--- src/rtl/uart_mem_sequencer_if.sv ---
// AXI4-Lite bus between the sequencer (master) and the UART Lite core (slave).
// Latency: none, this is wiring only.
// Backpressure: each channel uses its own valid/ready pair.
// Ports: AW/W/B write channels, AR/R read channels, 4-bit byte addresses.
interface uart_mem_sequencer_if;
  logic [3:0]  awadr;
  logic        awvld;
  logic        awrdy;
  logic [31:0] wdat;
  logic        wvld;
  logic        wrdy;
  logic [1:0]  bresp;
  logic        bvld;
  logic        brdy;
  logic [3:0]  aradr;
  logic        arvld;
  logic        arrdy;
  logic [31:0] rdat;
  logic [1:0]  rresp;
  logic        rvld;
  logic        rrdy;

  modport master (
    output awadr, awvld, wdat, wvld, brdy, aradr, arvld, rrdy,
    input  awrdy, wrdy, bresp, bvld, arrdy, rdat, rresp, rvld
  );

  modport slave (
    input  awadr, awvld, wdat, wvld, brdy, aradr, arvld, rrdy,
    output awrdy, wrdy, bresp, bvld, arrdy, rdat, rresp, rvld
  );
endinterface

--- src/rtl/uart_mem_sequencer.sv ---
// UART receive/echo sequencer: fills byte memory from the UART RX FIFO, then echoes it out through TX.
// Latency: each UART register access is one AXI4-Lite transaction; memory read data is used one cycle after mem_rd.
// Backpressure: every AXI valid is held until ready; at most one AXI transaction is outstanding.
// Ports: clk/rst (async active-low), axi (master modport), mem_* single-port byte memory,
//        frame_len (length of last frame), tx_phase (echo in progress), err (sticky response error).
module uart_mem_sequencer #(
  parameter int         DEPTH = 20,
  parameter int         NBADR = $clog2(DEPTH),
  parameter logic [7:0] TERM  = 8'h0D
) (
  input  logic                 clk,
  input  logic                 rst,
  uart_mem_sequencer_if.master axi,
  output logic [NBADR-1:0]     mem_adr,
  output logic [7:0]           mem_wdata,
  output logic                 mem_wr,
  output logic                 mem_rd,
  input  logic [7:0]           mem_rdata,
  output logic [NBADR:0]       frame_len,
  output logic                 tx_phase,
  output logic                 err
);
  localparam logic [3:0] A_RX   = 4'h0;
  localparam logic [3:0] A_TX   = 4'h4;
  localparam logic [3:0] A_STAT = 4'h8;
  localparam logic [3:0] A_CTRL = 4'hC;

  localparam logic [2:0] S_INIT    = 3'd0;
  localparam logic [2:0] S_POLL_RX = 3'd1;
  localparam logic [2:0] S_RD_RX   = 3'd2;
  localparam logic [2:0] S_STORE   = 3'd3;
  localparam logic [2:0] S_POLL_TX = 3'd4;
  localparam logic [2:0] S_MRD     = 3'd5;
  localparam logic [2:0] S_MWAIT   = 3'd6;
  localparam logic [2:0] S_WR_TX   = 3'd7;

  localparam logic [NBADR-1:0] LAST = NBADR'(DEPTH - 1);

  logic [2:0]       state;
  logic [NBADR-1:0] count;
  logic [7:0]       byte_q;    // RX byte while receiving, memory byte while echoing
  logic             busy;      // the current state's AXI transaction has been issued
  logic             aw_done;
  logic             w_done;

  logic [3:0]  awadr_q, aradr_q;
  logic [31:0] wdat_q;
  logic        awvld_q, wvld_q, brdy_q, arvld_q, rrdy_q;

  logic        is_wr_state, is_rd_state, wr_start, rd_start;
  logic        aw_hs, w_hs, wr_fin, rd_fin;
  logic [3:0]  wr_adr_n, rd_adr_n;
  logic [31:0] wr_dat_n;
  logic [NBADR:0] count_inc;

  assign axi.awadr = awadr_q;
  assign axi.awvld = awvld_q;
  assign axi.wdat  = wdat_q;
  assign axi.wvld  = wvld_q;
  assign axi.brdy  = brdy_q;
  assign axi.aradr = aradr_q;
  assign axi.arvld = arvld_q;
  assign axi.rrdy  = rrdy_q;

  assign is_wr_state = (state == S_INIT) || (state == S_WR_TX);
  assign is_rd_state = (state == S_POLL_RX) || (state == S_RD_RX) || (state == S_POLL_TX);
  assign wr_start    = is_wr_state && !busy;
  assign rd_start    = is_rd_state && !busy;

  assign aw_hs  = awvld_q && axi.awrdy;
  assign w_hs   = wvld_q && axi.wrdy;
  assign wr_fin = brdy_q && axi.bvld;
  assign rd_fin = rrdy_q && axi.rvld;

  assign wr_adr_n = (state == S_WR_TX) ? A_TX : A_CTRL;
  assign wr_dat_n = (state == S_WR_TX) ? {24'h0, byte_q} : 32'h3;  // CTRL=3 resets both FIFOs
  assign rd_adr_n = (state == S_RD_RX) ? A_RX : A_STAT;

  assign count_inc = {1'b0, count} + (NBADR + 1)'(1);

  assign mem_adr   = count;
  assign mem_wdata = byte_q;
  assign mem_wr    = (state == S_STORE);
  assign mem_rd    = (state == S_MRD);
  assign tx_phase  = state[2];  // POLL_TX, MRD, MWAIT and WR_TX share the top encoding bit

  always_ff @(posedge clk or negedge rst) begin
    if (!rst) begin
      state     <= S_INIT;
      count     <= '0;
      byte_q    <= '0;
      busy      <= 1'b0;
      aw_done   <= 1'b0;
      w_done    <= 1'b0;
      awadr_q   <= '0;
      wdat_q    <= '0;
      aradr_q   <= '0;
      awvld_q   <= 1'b0;
      wvld_q    <= 1'b0;
      brdy_q    <= 1'b0;
      arvld_q   <= 1'b0;
      rrdy_q    <= 1'b0;
      frame_len <= '0;
      err       <= 1'b0;
    end else begin
      // Write channel: AW and W launch together, retire independently, then B.
      if (wr_start) begin
        awvld_q <= 1'b1;
        wvld_q  <= 1'b1;
        awadr_q <= wr_adr_n;
        wdat_q  <= wr_dat_n;
        aw_done <= 1'b0;
        w_done  <= 1'b0;
      end
      if (aw_hs) begin
        awvld_q <= 1'b0;
        aw_done <= 1'b1;
      end
      if (w_hs) begin
        wvld_q <= 1'b0;
        w_done <= 1'b1;
      end
      if (busy && is_wr_state && !brdy_q && (aw_done || aw_hs) && (w_done || w_hs))
        brdy_q <= 1'b1;
      if (wr_fin)
        brdy_q <= 1'b0;

      // Read channel: rrdy is only offered once the address has been accepted.
      if (rd_start) begin
        arvld_q <= 1'b1;
        aradr_q <= rd_adr_n;
      end
      if (arvld_q && axi.arrdy) begin
        arvld_q <= 1'b0;
        rrdy_q  <= 1'b1;
      end
      if (rd_fin)
        rrdy_q <= 1'b0;

      if (wr_start || rd_start)
        busy <= 1'b1;
      if (wr_fin || rd_fin)
        busy <= 1'b0;

      // Error responses are recorded but never change the flow.
      if ((wr_fin && axi.bresp != 2'b00) || (rd_fin && axi.rresp != 2'b00))
        err <= 1'b1;

      case (state)
        S_INIT:    if (wr_fin) state <= S_POLL_RX;
        S_POLL_RX: if (rd_fin && axi.rdat[0]) state <= S_RD_RX;
        S_RD_RX: begin
          if (rd_fin) begin
            byte_q <= axi.rdat[7:0];
            state  <= S_STORE;
          end
        end
        S_STORE: begin
          // A full memory ends the frame just like the terminator does.
          if (byte_q == TERM || count == LAST) begin
            frame_len <= count_inc;
            count     <= '0;
            state     <= S_POLL_TX;
          end else begin
            count <= count + NBADR'(1);
            state <= S_POLL_RX;
          end
        end
        S_POLL_TX: if (rd_fin && !axi.rdat[3]) state <= S_MRD;
        S_MRD:     state <= S_MWAIT;
        S_MWAIT: begin
          byte_q <= mem_rdata;
          state  <= S_WR_TX;
        end
        S_WR_TX: begin
          if (wr_fin) begin
            if (count_inc == frame_len) begin
              count <= '0;
              state <= S_POLL_RX;
            end else begin
              count <= count + NBADR'(1);
              state <= S_POLL_TX;
            end
          end
        end
        default: state <= S_INIT;
      endcase
    end
  end
endmodule

--- src/flat_wrapper.sv ---
// flat-port wrapper written by rule: the top's interface ports become plain ports
module uart_mem_sequencer_flat 
#(
  parameter int         DEPTH = 20,
  parameter int         NBADR = $clog2(DEPTH),
  parameter logic [7:0] TERM  = 8'h0D
)
  (clk, rst, mem_adr, mem_wdata, mem_wr, mem_rd, mem_rdata, frame_len, tx_phase, err, axi_awadr, axi_awvld, axi_wdat, axi_wvld, axi_brdy, axi_aradr, axi_arvld, axi_rrdy, axi_awrdy, axi_wrdy, axi_bresp, axi_bvld, axi_arrdy, axi_rdat, axi_rresp, axi_rvld);
  uart_mem_sequencer_if axi_i ();
  input  logic clk;
  input  logic rst;
  output logic [NBADR-1:0] mem_adr;
  output logic [7:0] mem_wdata;
  output logic mem_wr;
  output logic mem_rd;
  input  logic [7:0] mem_rdata;
  output logic [NBADR:0] frame_len;
  output logic tx_phase;
  output logic err;
  output wire logic [$bits(axi_i.awadr)-1:0] axi_awadr;
  output wire logic [$bits(axi_i.awvld)-1:0] axi_awvld;
  output wire logic [$bits(axi_i.wdat)-1:0] axi_wdat;
  output wire logic [$bits(axi_i.wvld)-1:0] axi_wvld;
  output wire logic [$bits(axi_i.brdy)-1:0] axi_brdy;
  output wire logic [$bits(axi_i.aradr)-1:0] axi_aradr;
  output wire logic [$bits(axi_i.arvld)-1:0] axi_arvld;
  output wire logic [$bits(axi_i.rrdy)-1:0] axi_rrdy;
  input wire logic [$bits(axi_i.awrdy)-1:0] axi_awrdy;
  input wire logic [$bits(axi_i.wrdy)-1:0] axi_wrdy;
  input wire logic [$bits(axi_i.bresp)-1:0] axi_bresp;
  input wire logic [$bits(axi_i.bvld)-1:0] axi_bvld;
  input wire logic [$bits(axi_i.arrdy)-1:0] axi_arrdy;
  input wire logic [$bits(axi_i.rdat)-1:0] axi_rdat;
  input wire logic [$bits(axi_i.rresp)-1:0] axi_rresp;
  input wire logic [$bits(axi_i.rvld)-1:0] axi_rvld;
  assign axi_awadr = axi_i.awadr;
  assign axi_awvld = axi_i.awvld;
  assign axi_wdat = axi_i.wdat;
  assign axi_wvld = axi_i.wvld;
  assign axi_brdy = axi_i.brdy;
  assign axi_aradr = axi_i.aradr;
  assign axi_arvld = axi_i.arvld;
  assign axi_rrdy = axi_i.rrdy;
  assign axi_i.awrdy = axi_awrdy;
  assign axi_i.wrdy = axi_wrdy;
  assign axi_i.bresp = axi_bresp;
  assign axi_i.bvld = axi_bvld;
  assign axi_i.arrdy = axi_arrdy;
  assign axi_i.rdat = axi_rdat;
  assign axi_i.rresp = axi_rresp;
  assign axi_i.rvld = axi_rvld;
  uart_mem_sequencer #(.DEPTH(DEPTH), .NBADR(NBADR), .TERM(TERM)) u_core (.clk(clk), .rst(rst), .axi(axi_i), .mem_adr(mem_adr), .mem_wdata(mem_wdata), .mem_wr(mem_wr), .mem_rd(mem_rd), .mem_rdata(mem_rdata), .frame_len(frame_len), .tx_phase(tx_phase), .err(err));
endmodule
--- config.mk ---
export PLATFORM = sky130hd
export DESIGN_NAME = uart_mem_sequencer_flat
export DESIGN_NICKNAME = d
export VERILOG_FILES = /design/src/rtl/uart_mem_sequencer_if.sv /design/src/rtl/uart_mem_sequencer.sv /design/src/flat_wrapper.sv
export SDC_FILE = /design/constraint.sdc
export NUM_CORES = 1
export LEC_CHECK = 0
export CORE_MARGIN = 4
export CORE_UTILIZATION = 25
export CTS_BUF_LIST = sky130_fd_sc_hd__clkbuf_4 sky130_fd_sc_hd__clkbuf_8
export DETAILED_ROUTE_END_ITERATION = 7
export PLACE_DENSITY = 0.65
export SYNTH_ARGS = -nofsm -noshare
export SYNTH_HDL_FRONTEND = slang
export SYNTH_SLANG_ARGS = --single-unit
--- constraint.sdc ---
create_clock -name clk -period 3.4 [get_ports clk]
set_clock_uncertainty 0.2 [all_clocks]
set_input_delay 0.68 -clock clk [delete_from_list [all_inputs] [get_ports clk]]
set_output_delay 0.68 -clock clk [all_outputs]
set_load 0.1 [all_outputs]
# Word level (Yosys, flattened, before mapping)
# Cells that the tools add are included.
# Widths: inputs -> output; s select.
# totals
input_bits,51
elab_cells,106
reg_bits,71
output_inout_bits,68
# classes
n_reduce_logical,42
eq_ne,15
mux,31
add_sub_neg,2
# ops
op,count
$pmux 3 s8,1
$mux 3,7
$reduce_bool 2->1,10
$mux 8,2
$pmux 8 s2,1
$logic_and 1x1->1,15
$mux 5,3
$mux 1,14
$eq 3x3->1 const B,4
$pmux 5 s2,1
$logic_or 1x1->1,9
$eq 8x4->1 const B,1
$mux 4,2
$add 5x1->6 const B,1
$eq 3x2->1 const B,2
$eq 6x6->1,1
$ne 2x1->1 const B,3
$reduce_and 2->1,3
$add 5x1->5 const B,1
$eq 5x5->1 const B,1
$reduce_and 5->1,1
$ne 2x2->1 const B,2
$eq 3x1->1 const B,1
$logic_not 1->1,3
$logic_not 3->1,1

# Depth between registers and ports, before layout
# Gate-level depths: netlist of the first run.
# logic_depth
word_depth,8
mapped_depth,8
mapped_depth_nobuf,7

# Worst setup path before layout of the first run
# Ideal clock, no wire load.
# synth_path
path_kind,reg2out
startpoint,register u_core.state[2]
endpoint,output port mem_rd
arrival_ns,2.948
t_required_ns,2.520
stages_incl_launch_ff,5
slack_ns,-0.428
cell_sequence,dfrtp_1 > clkbuf_1 > buf_1 > nand2_1 > nor2_1
# synth_via
elab_chain_cells,1
# synth_lines
element,line,source
from (decl),uart_mem_sequencer.sv:39,logic [2:0] state;
from (signal assigned),uart_mem_sequencer.sv:89,state <= S_INIT;
from (signal assigned),uart_mem_sequencer.sv:150,S_INIT: if (wr_fin) state <= S_POLL_RX;
from (signal assigned),uart_mem_sequencer.sv:151,S_POLL_RX: if (rd_fin && axi.rdat[0]) state <= S_RD_RX;
$eq 3x3->1,uart_mem_sequencer.sv:84,assign mem_rd = (state == S_MRD);
to (decl),flat_wrapper.sv:15,output logic mem_rd;
# No other way between the ends.

# Worst setup path in the final report of the first run
# layout_path
startpoint,register u_core.count[0] (netlist: u_core.mem_adr[0])
endpoint,register u_core.count[2] (netlist: u_core.mem_adr[2])
# layout_via
elab_chain_cells,5
# layout_lines
element,line,source
from (decl),uart_mem_sequencer.sv:40,logic [NBADR-1:0] count;
from (signal assigned),uart_mem_sequencer.sv:165,count <= count + NBADR'(1);
from (signal assigned),uart_mem_sequencer.sv:181,count <= count + NBADR'(1);
$add 5x1->6,uart_mem_sequencer.sv:79,"assign count_inc = {1'b0, count} + (NBADR + 1)'(1);"
$eq 6x6->1,uart_mem_sequencer.sv:177,if (count_inc == frame_len) begin
$mux 5,uart_mem_sequencer.sv:177,
$mux 5,uart_mem_sequencer.sv:176,if (wr_fin) begin
$pmux 5 s2 (*),uart_mem_sequencer.sv:149,case (state)
# Every way passes the cells marked *; elsewhere a longest branch is shown, timed or not. The select of a mux whose other input is x is not followed.
# A chain may end at the register's enable or synchronous reset.

==> qor.txt, run 1 <==
crit path DAT: 2.52 ns
I/O pins: 119
Core ar.: 0.00973 sq mm
CP endpoint kind: flip-flop
worst hold path type: flip-flop to flip-flop
RSZ-0062 raised after global routing: no
Synthesis Warnings: 0
Die ar.: 0.0116 sq mm
pin count of the biggest net entering global routing: 43
CP Launch Type: flip-flop
hold path start: u_core.axi.awadr[2]$_DFFE_PN0P_
mux share of post-synthesis cell area: 3.28%
setup_tns: 0 ns
# diodes: 0
global-route wire length before repair: 10600 microns
H-tree depth: 2
Die Span Y: 108 microns
vias: 2223
fraction of layout cells with a size suffix above 1: 18.1%
Worst path slowest cell: dfrtp_1
fin crit period: 2.49 ns
Finish-stage setup viols: 0
CP Launch Point: u_core.mem_adr[0]$_DFFE_PN0P_
Syn Area/Cell: 8.65 sq um
critical path required time: 3.43 ns
port bufs: 65
CTS sink count: 42
total global-route track usage: 11.3%
CTS tree: done
Yosys cell types: 53
Cells after Synth: 287
peak fanout along the critical path: 8
EDFF count, synth: 0
drt wl/cell: 13.5 microns
CP Class: flip-flop to flip-flop
cells along the critical path: ha_1 -> xor2_1 -> nor3_1 -> a211oi_2 -> o31ai_2 -> a211o_1 -> o2bb2ai_1
max_slew headroom: 36.7%
Clock transition at path regs: 0.08 ns
initial antenna violation count: 0
Initial Util: 25.5%
post-synthesis sequential area ratio: 42.3%
synthesized flop and latch total: 42
clock latency on the worst-skew pair: 0.30 ns
number of global-route vias before repair: 2140
largest family of logic cells by synthesized area: compound AO/OA/AOI/OAI gates
MaxCap Viol Count: 0
hold_ws: 0.290 ns
Slew Limit Fails: 0
synth-to-layout area growth: 27.7%
Setup Buffers After CTS: 0
Num CTS Buffers: 5
post-synthesis xor/xnor area fraction: 2.47%
Detail Route Antenna Nets: 0
max incr delay on CP: 0.50 ns
Async SR Flop Fraction: 100%
total congestion overflow: 0
worst r2r src: u_core.mem_adr[0]$_DFFE_PN0P_
Starting DRT DRC Count: 104
Mapped Area: 0.00248 sq mm
Via density: 4.62
status: completed
Compound-Gate Fraction of Synth Area: 20.0%
drt drc: 0
Clock Path Buffers: 2
die width: 108 microns
First-pass DRT Iterations: 4
number of hold violations in the final report: 0
fmax: 402 MHz
cell row count: 36
Detailed Place HPWL: 4950 microns
CTS Root Cell: clkbuf_8
Period Utilization, post-route: 73.2%
global placement routability congestion: 0.803
post_cts resized: 0
CTS Hold Bufs: 0
Synth Area in Adders: 0.504%
reg2reg setup slack: 0.91 ns
Synth Flop Type: dfrtp_1
fin nets: 399
Post-Route WL: 6490 microns
post-synthesis simple-gate area fraction: 19.0%
Worst Tran Pin Value: 0.949 ns
-- layout by cell type, fill, tap and decap left out, types with 2 or more instances in the layout --
master            n
nor2_1           34
nor2_2            2
a22o_1            2
dfrtp_1          42
o22ai_1          11
clkbuf_8          5
a21oi_1          17
inv_1             5
a31oi_1           3
a22oi_1           3
conb_1           29
nand3_1           6
xnor2_1           3
a311oi_1          2
nand2b_1          6
nand2_1          32
buf_4            41
o21ai_1           6
nor3_1            8
o21ai_0          17
a21o_1            2
o2bb2ai_1         2
clkdlybuf4s50_1  25
xor2_1            4
and3_1            3
mux2i_1           7
-- state kept, by name (all words and copies together) (netlist names) --
signal            count
u_core.frame_len      6
u_core.mem_adr        5
u_core.axi.wvld       1
u_core.state          3
u_core.axi.rrdy       1
u_core.axi.awadr      2
u_core.mem_wdata      8
u_core.err            1
u_core.axi.awvld      1
u_core.axi.arvld      1
u_core.busy           1
u_core.axi.brdy       1
u_core.axi.aradr      1
u_core.axi.wdat       8
u_core.aw_done        1
u_core.w_done         1
-- synthesized netlist by cell type (all sizes together), types with 6 or more instances --
master,instances,area [sq um]
a21oi,18,93.8
buf,36,258
clkbuf,7,26.3
dfrtp,42,1050
inv,6,22.5
mux2i,7,70.1
nand2,32,120
nand2b,6,37.5
nand3,6,30.0
nor2,37,146
nor3,8,40.0
o21ai,23,115
o22ai,11,68.8
-- worst paths after layout --
kind | end | cells after the start
setup / recovery | u_core.mem_adr[2]$_DFFE_PN0P_ | 7
hold / removal | u_core.axi.awadr[2]$_DFFE_PN0P_ | 1
setup reg to reg | u_core.mem_adr[2]$_DFFE_PN0P_ | 7
hold reg to reg | u_core.axi.awadr[2]$_DFFE_PN0P_ | 1
max in group asynchronous | u_core.axi.wdat[1]$_DFFE_PN0P_ | 1
min in group asynchronous | u_core.frame_len[5]$_DFFE_PN0P_ | 1
-- per-stage QoR --
stage | setup slack, ns | cells | cell area, sq um | util, %
floorplan | 0.00279 | 315 | 2590 | -
global placement | 0.817 | 473 | 3060 | 31.4
detailed placement | 0.792 | 473 | 3060 | 31.4
CTS | 0.928 | 481 | 3170 | 32.6
global route | 0.771 | 481 | 3170 | 32.6
finish | 0.910 | 481 | 3170 | 32.6
-- layout make-up --
cell class / count / area, sq um
clock buffer: 5 / 68.8
fill: 1060 / 6560
clock inverter: 3 / 43.8
multi-input combinational: 224 / 1230
timing repair buffer: 68 / 583
sequential: 42 / 1050
inverter: 6 / 22.5
tap: 133 / 166
-- cells by family after synthesis --
group                      Yosys count
and+or+nand+nor                    102
AOI/OAI and AO/OA                   77
buffers and inverters               49
DFF                                 42
muxes                                8
xor gates and xnor gates             7
adders and majority gates            1
other                                1
-- routing by layer --
| layer | vias up | share of wire (%) | routed length (microns) | global-route usage (%) |
|---|---|---|---|---|
| met3 | 7 | 7.3 | 474 | 2.46 |
| li1 | 1071 | - | - | - |
| met2 | 90 | 48 | 3100 | 18.7 |
| met1 | 1055 | 44 | 2870 | 15.4 |
| met4 | 0 | 0.74 | 48 | 2.16 |
| met5 | - | 0 | 0 | 0 |
-- critical path, delay by kind of cell, from the launching register on --
family                   cells  cell delay [ns]
AND/OR/NAND/NOR              1             0.07
XOR/XNOR                     1             0.19
flip-flops                   1             0.50
adder cells (fa/ha/maj)      1             0.38
AO/OA/AOI/OAI                4             1.06
Power of run 1 is not shown: default switching activity piles up to over one toggle a cycle in this logic, so the estimate is an artifact.
==> run 2: changes to the inputs <==
Clock period 3.4 ns to 2.5 ns, I/O delays scaled along.
==> qor.txt, run 2 (synthesized netlist as in run 1, its figures left out) <==
fmax: 432 MHz
fraction of layout cells with a size suffix above 1: 22.0%
Detailed Place HPWL: 4930 microns
number of global-route vias before repair: 2140
vias: 2219
Worst Tran Pin Value: 0.846 ns
Die ar.: 0.0116 sq mm
most common cell after layout, fill and taps aside: buf_4
Die Span Y: 108 microns
Detail Route Antenna Nets: 0
number of buffers and inverters on the critical path: 1
fin crit period: 2.32 ns
CTS tree: done
Num CTS Buffers: 5
cell row count: 36
CTS sink count: 42
Clock Path Buffers: 2
peak fanout along the critical path: 8
RSZ-0062 raised after global routing: no
critical path required time: 2.52 ns
Core ar.: 0.00973 sq mm
die width: 108 microns
drt drc: 0
total global-route track usage: 11.3%
Fill cells: 1054
max incr delay on CP: 0.41 ns
cells along the critical path: buf_4 -> and3_1 -> nand4_1 -> and3_4 -> or3_4 -> o311a_1 -> a21oi_2
Clock transition at path regs: 0.08 ns
CP endpoint kind: flip-flop
number of hold violations in the final report: 0
global-route wire length before repair: 10600 microns
Via density: 4.56
max_slew headroom: 43.6%
synth-to-layout area growth: 32.1%
global placement routability congestion: 0.814
Post-Route WL: 6470 microns
total congestion overflow: 0
Finish-stage setup viols: 0
I/O pins: 119
most frequent cells in the layout: buf_4, dfrtp_1, nor2_1, nand2_1, conb_1
# diodes: 0
initial antenna violation count: 0
Slew Limit Fails: 0
fin nets: 405
CP Class: flip-flop to flip-flop
Period Utilization, post-route: 92.7%
crit path DAT: 2.34 ns
Initial Util: 25.5%
clock latency on the worst-skew pair: 0.29 ns
pin count of the biggest net entering global routing: 38
Top delay family on crit path: simple AND/OR/NAND/NOR gates
port bufs: 65
CTS Root Cell: clkbuf_8
MaxCap Viol Count: 0
Placed Cells incl. Taps: 479
non-filler cells in the finished layout: 487
First-pass DRT Iterations: 4
drt wl/cell: 13.3 microns
worst hold path type: input pin to asynchronous set/reset pin
H-tree depth: 2
Worst path slowest cell: dfrtp_4
CP Launch Type: flip-flop
Starting DRT DRC Count: 139
status: completed
run 2: timing repair:
action	4_1_cts	5_1_grt
hold buffers	0	0
setup buffers	0	0
resized for setup	0	3
endpoints found under the setup margin	0	3
run 2: per-stage QoR:
stage          setup TNS, ns  hold WS, ns  instance area (sq um)  setup WS [ns]  util (%)
5_1_grt                    0        0.175                   3280         0.0582      33.7
6_report                   0        0.106                   3280          0.183      33.7
4_1_cts                    0        0.135                   3260          0.107      33.5
3_5_place_dp               0        0.259                   3150          0.115      32.4
3_3_place_gp               0        0.257                   3150          0.131      32.4
2_1_floorplan         -0.773      0.00441                   2610         -0.173         -
run 2: layout make-up:
type | instances | area, sq um | area share (%)
multi-input combinational | 224 | 1260 | 38.3
sequential | 42 | 1070 | 32.5
timing repair buffer | 74 | 653 | 19.9
tap | 133 | 166 | 5.07
clock buffer | 6 | 76.3 | 2.33
clock inverter | 2 | 37.5 | 1.14
inverter | 6 | 22.5 | 0.687
run 2: final timing paths:
| kind | slack (ns) | cells past startpoint | startpoint | endpoint |
|---|---|---|---|---|
| max in group asynchronous | 1.37 | 2 | rst | u_core.axi.awadr[2]$_DFFE_PN0P_ |
| min in group clk | 0.28 | 2 | u_core.err$_DFFE_PN0P_ | u_core.err$_DFFE_PN0P_ |
| worst min register to register | 0.28 | 2 | u_core.err$_DFFE_PN0P_ | u_core.err$_DFFE_PN0P_ |
| worst min-delay path | 0.11 | 1 | rst | u_core.frame_len[5]$_DFFE_PN0P_ |
| worst max register to register | 0.18 | 7 | u_core.mem_adr[0]$_DFFE_PN0P_ | u_core.state[0]$_DFFE_PN0P_ |
| worst max-delay path | 0.18 | 7 | u_core.mem_adr[0]$_DFFE_PN0P_ | u_core.state[0]$_DFFE_PN0P_ |
run 2: metal layers:
| layer | global-route usage (%) | vias to the layer above | share of wire (%) |
|---|---|---|---|
| li1 | - | 1081 | - |
| met5 | 0 | - | 0 |
| met2 | 18.9 | 78 | 48 |
| met1 | 15.1 | 1060 | 46 |
| met4 | 1.35 | 0 | 0 |
| met3 | 2.76 | 0 | 6.3 |
run 2: worst reg2reg max path, delay by kind of cell (launching register included):
| family | cells | cell delay, ns |
|---|---|---|
| DFF | 1 | 0.41 |
| AOI/OAI and AO/OA | 2 | 0.44 |
| and+or+nand+nor | 4 | 1.04 |
| buffers and inverters | 1 | 0.14 |
Power of run 2 is left out for the same reason.
==> run 3: changes to the inputs <==
Settings changed: PLACE_DENSITY 0.65 to 0.58.
==> qor.txt, run 3 (synthesized netlist as in run 1, its figures left out) <==
total congestion overflow: 0
initial antenna violation count: 0
DP Area: 0.00316 sq mm
Setup Buffers After CTS: 0
Reg2Reg Depth: 7
total global-route track usage: 11.5%
number of global-route vias before repair: 2142
non-filler cells in the finished layout: 489
Detail Route Antenna Nets: 0
Worst path slowest cell: dfrtp_4
Finish-stage setup viols: 0
pin count of the biggest net entering global routing: 31
Fill cells: 1065
Placed Cells incl. Taps: 481
Die ar.: 0.0116 sq mm
global-route wire length before repair: 10900 microns
First-pass DRT Iterations: 4
CP Launch Point: u_core.mem_adr[1]$_DFFE_PN0P_
port bufs: 65
drt drc: 0
# diodes: 0
Top delay family on crit path: compound AO/OA/AOI/OAI gates
I/O pins: 119
CP endpoint kind: flip-flop
peak fanout along the critical path: 5
Die Span Y: 108 microns
CTS tree: done
critical path required time: 2.48 ns
synth-to-layout area growth: 31.6%
fin nets: 407
status: completed
CTS sink count: 42
Period Utilization, post-route: 92.9%
vias: 2248
CTS Root Cell: clkbuf_8
CP Launch Type: flip-flop
Starting DRT DRC Count: 98
Clock transition at path regs: 0.09 ns
Slew Limit Fails: 0
global placement routability congestion: 0.773
Core ar.: 0.00973 sq mm
cell row count: 36
R2R Path End: u_core.mem_adr[2]$_DFFE_PN0P_
fraction of layout cells with a size suffix above 1: 22.2%
Initial Util: 25.5%
fin crit period: 2.32 ns
fmax: 431 MHz
max_slew headroom: 53.9%
max incr delay on CP: 0.51 ns
Critical Path Stages: 7
cells along the critical path: ha_2 -> xor2_1 -> nor3_1 -> o2111ai_1 -> o31ai_4 -> a211o_1 -> o2bb2ai_1
Num CTS Buffers: 5
number of hold violations in the final report: 0
RSZ-0062 raised after global routing: no
worst r2r src: u_core.mem_adr[1]$_DFFE_PN0P_
reg2reg setup slack: 0.18 ns
die width: 108 microns
most common cell after layout, fill and taps aside: buf_4
H-tree depth: 2
Detailed Place HPWL: 5080 microns
MaxCap Viol Count: 0
number of buffers and inverters on the critical path: 0
Clock Path Buffers: 2
CP Class: flip-flop to flip-flop
critical path endpoint: u_core.mem_adr[2]$_DFFE_PN0P_
Post-Layout Inst Area: 0.00327 sq mm
drt wl/cell: 13.7 microns
Via density: 4.60
crit path DAT: 2.30 ns
most frequent cells in the layout: buf_4, dfrtp_1, nor2_1, nand2_1, conb_1
Worst Tran Pin Value: 0.691 ns
clock latency on the worst-skew pair: 0.29 ns
Post-Route WL: 6680 microns
worst hold path type: input pin to asynchronous set/reset pin
run 3: cell types whose count changed in the layout (fill, tap and decap cells not counted), sizes merged:
cell	previous run	this run
clkinv	0	2
clkbuf	6	5
bufinv	1	0
buf	49	51
run 3: through the flow:
step	hold WS [ns]	setup WS, ns	TNS, ns	util (%)
final	0.0404	0.178	0	33.6
after detailed placement	0.260	0.0904	0	32.5
after CTS	0.0588	0.0864	0	33.4
after global routing	0.0906	0.0171	0	33.6
after global placement	0.259	0.108	0	32.5
after floorplan	0.00441	-0.173	-0.773	-
run 3: final cells by class:
type / count / area, sq um / area share [%]
Clock inverter: 3 / 21.3 / 0.651
Timing Repair Buffer: 76 / 668 / 20.5
Inverter: 6 / 22.5 / 0.690
Multi-Input combinational cell: 224 / 1250 / 38.3
Tap cell: 133 / 166 / 5.10
Clock buffer: 5 / 68.8 / 2.11
Sequential cell: 42 / 1070 / 32.7
run 3: repair_timing:
action,4_1_cts,5_1_grt
setup endpoints to repair,0,5
resized for setup,0,2
hold buffers,0,0
run 3: how the worst min path moves through the flow:
stage               cells after the start                              end  slack [ns]
floorplan                               0       u_core.aw_done$_DFFE_PN0P_       0.004
global placement                        1  u_core.axi.awadr[2]$_DFFE_PN0P_        0.26
detailed placement                      1  u_core.axi.awadr[2]$_DFFE_PN0P_        0.26
CTS                                     1   u_core.axi.wdat[4]$_DFFE_PN0P_        0.06
global route                            1  u_core.mem_wdata[4]$_DFFE_PN0P_        0.09
finish                                  1   u_core.axi.wdat[4]$_DFFE_PN0P_        0.04
run 3: metal layers:
layer | part of all wire (%) | global-route usage [%] | wire length, microns | up-vias
li1 | - | - | - | 1082
met4 | 0.33 | 1.89 | 22 | 0
met5 | 0 | 0 | 0 | -
met3 | 7.3 | 3.00 | 486 | 2
met1 | 46 | 15.9 | 3060 | 1079
met2 | 47 | 18.5 | 3120 | 85
run 3: worst register-to-register path: cells and delay by family, from the launching register on:
kind                     cells  cell delay [ns]
AO/OA/AOI/OAI                4             0.83
adder cells (fa/ha/maj)      1             0.29
XOR/XNOR                     1             0.16
AND/OR/NAND/NOR              1             0.21
flip-flops                   1             0.51
Power of run 3 is left out for the same reason.
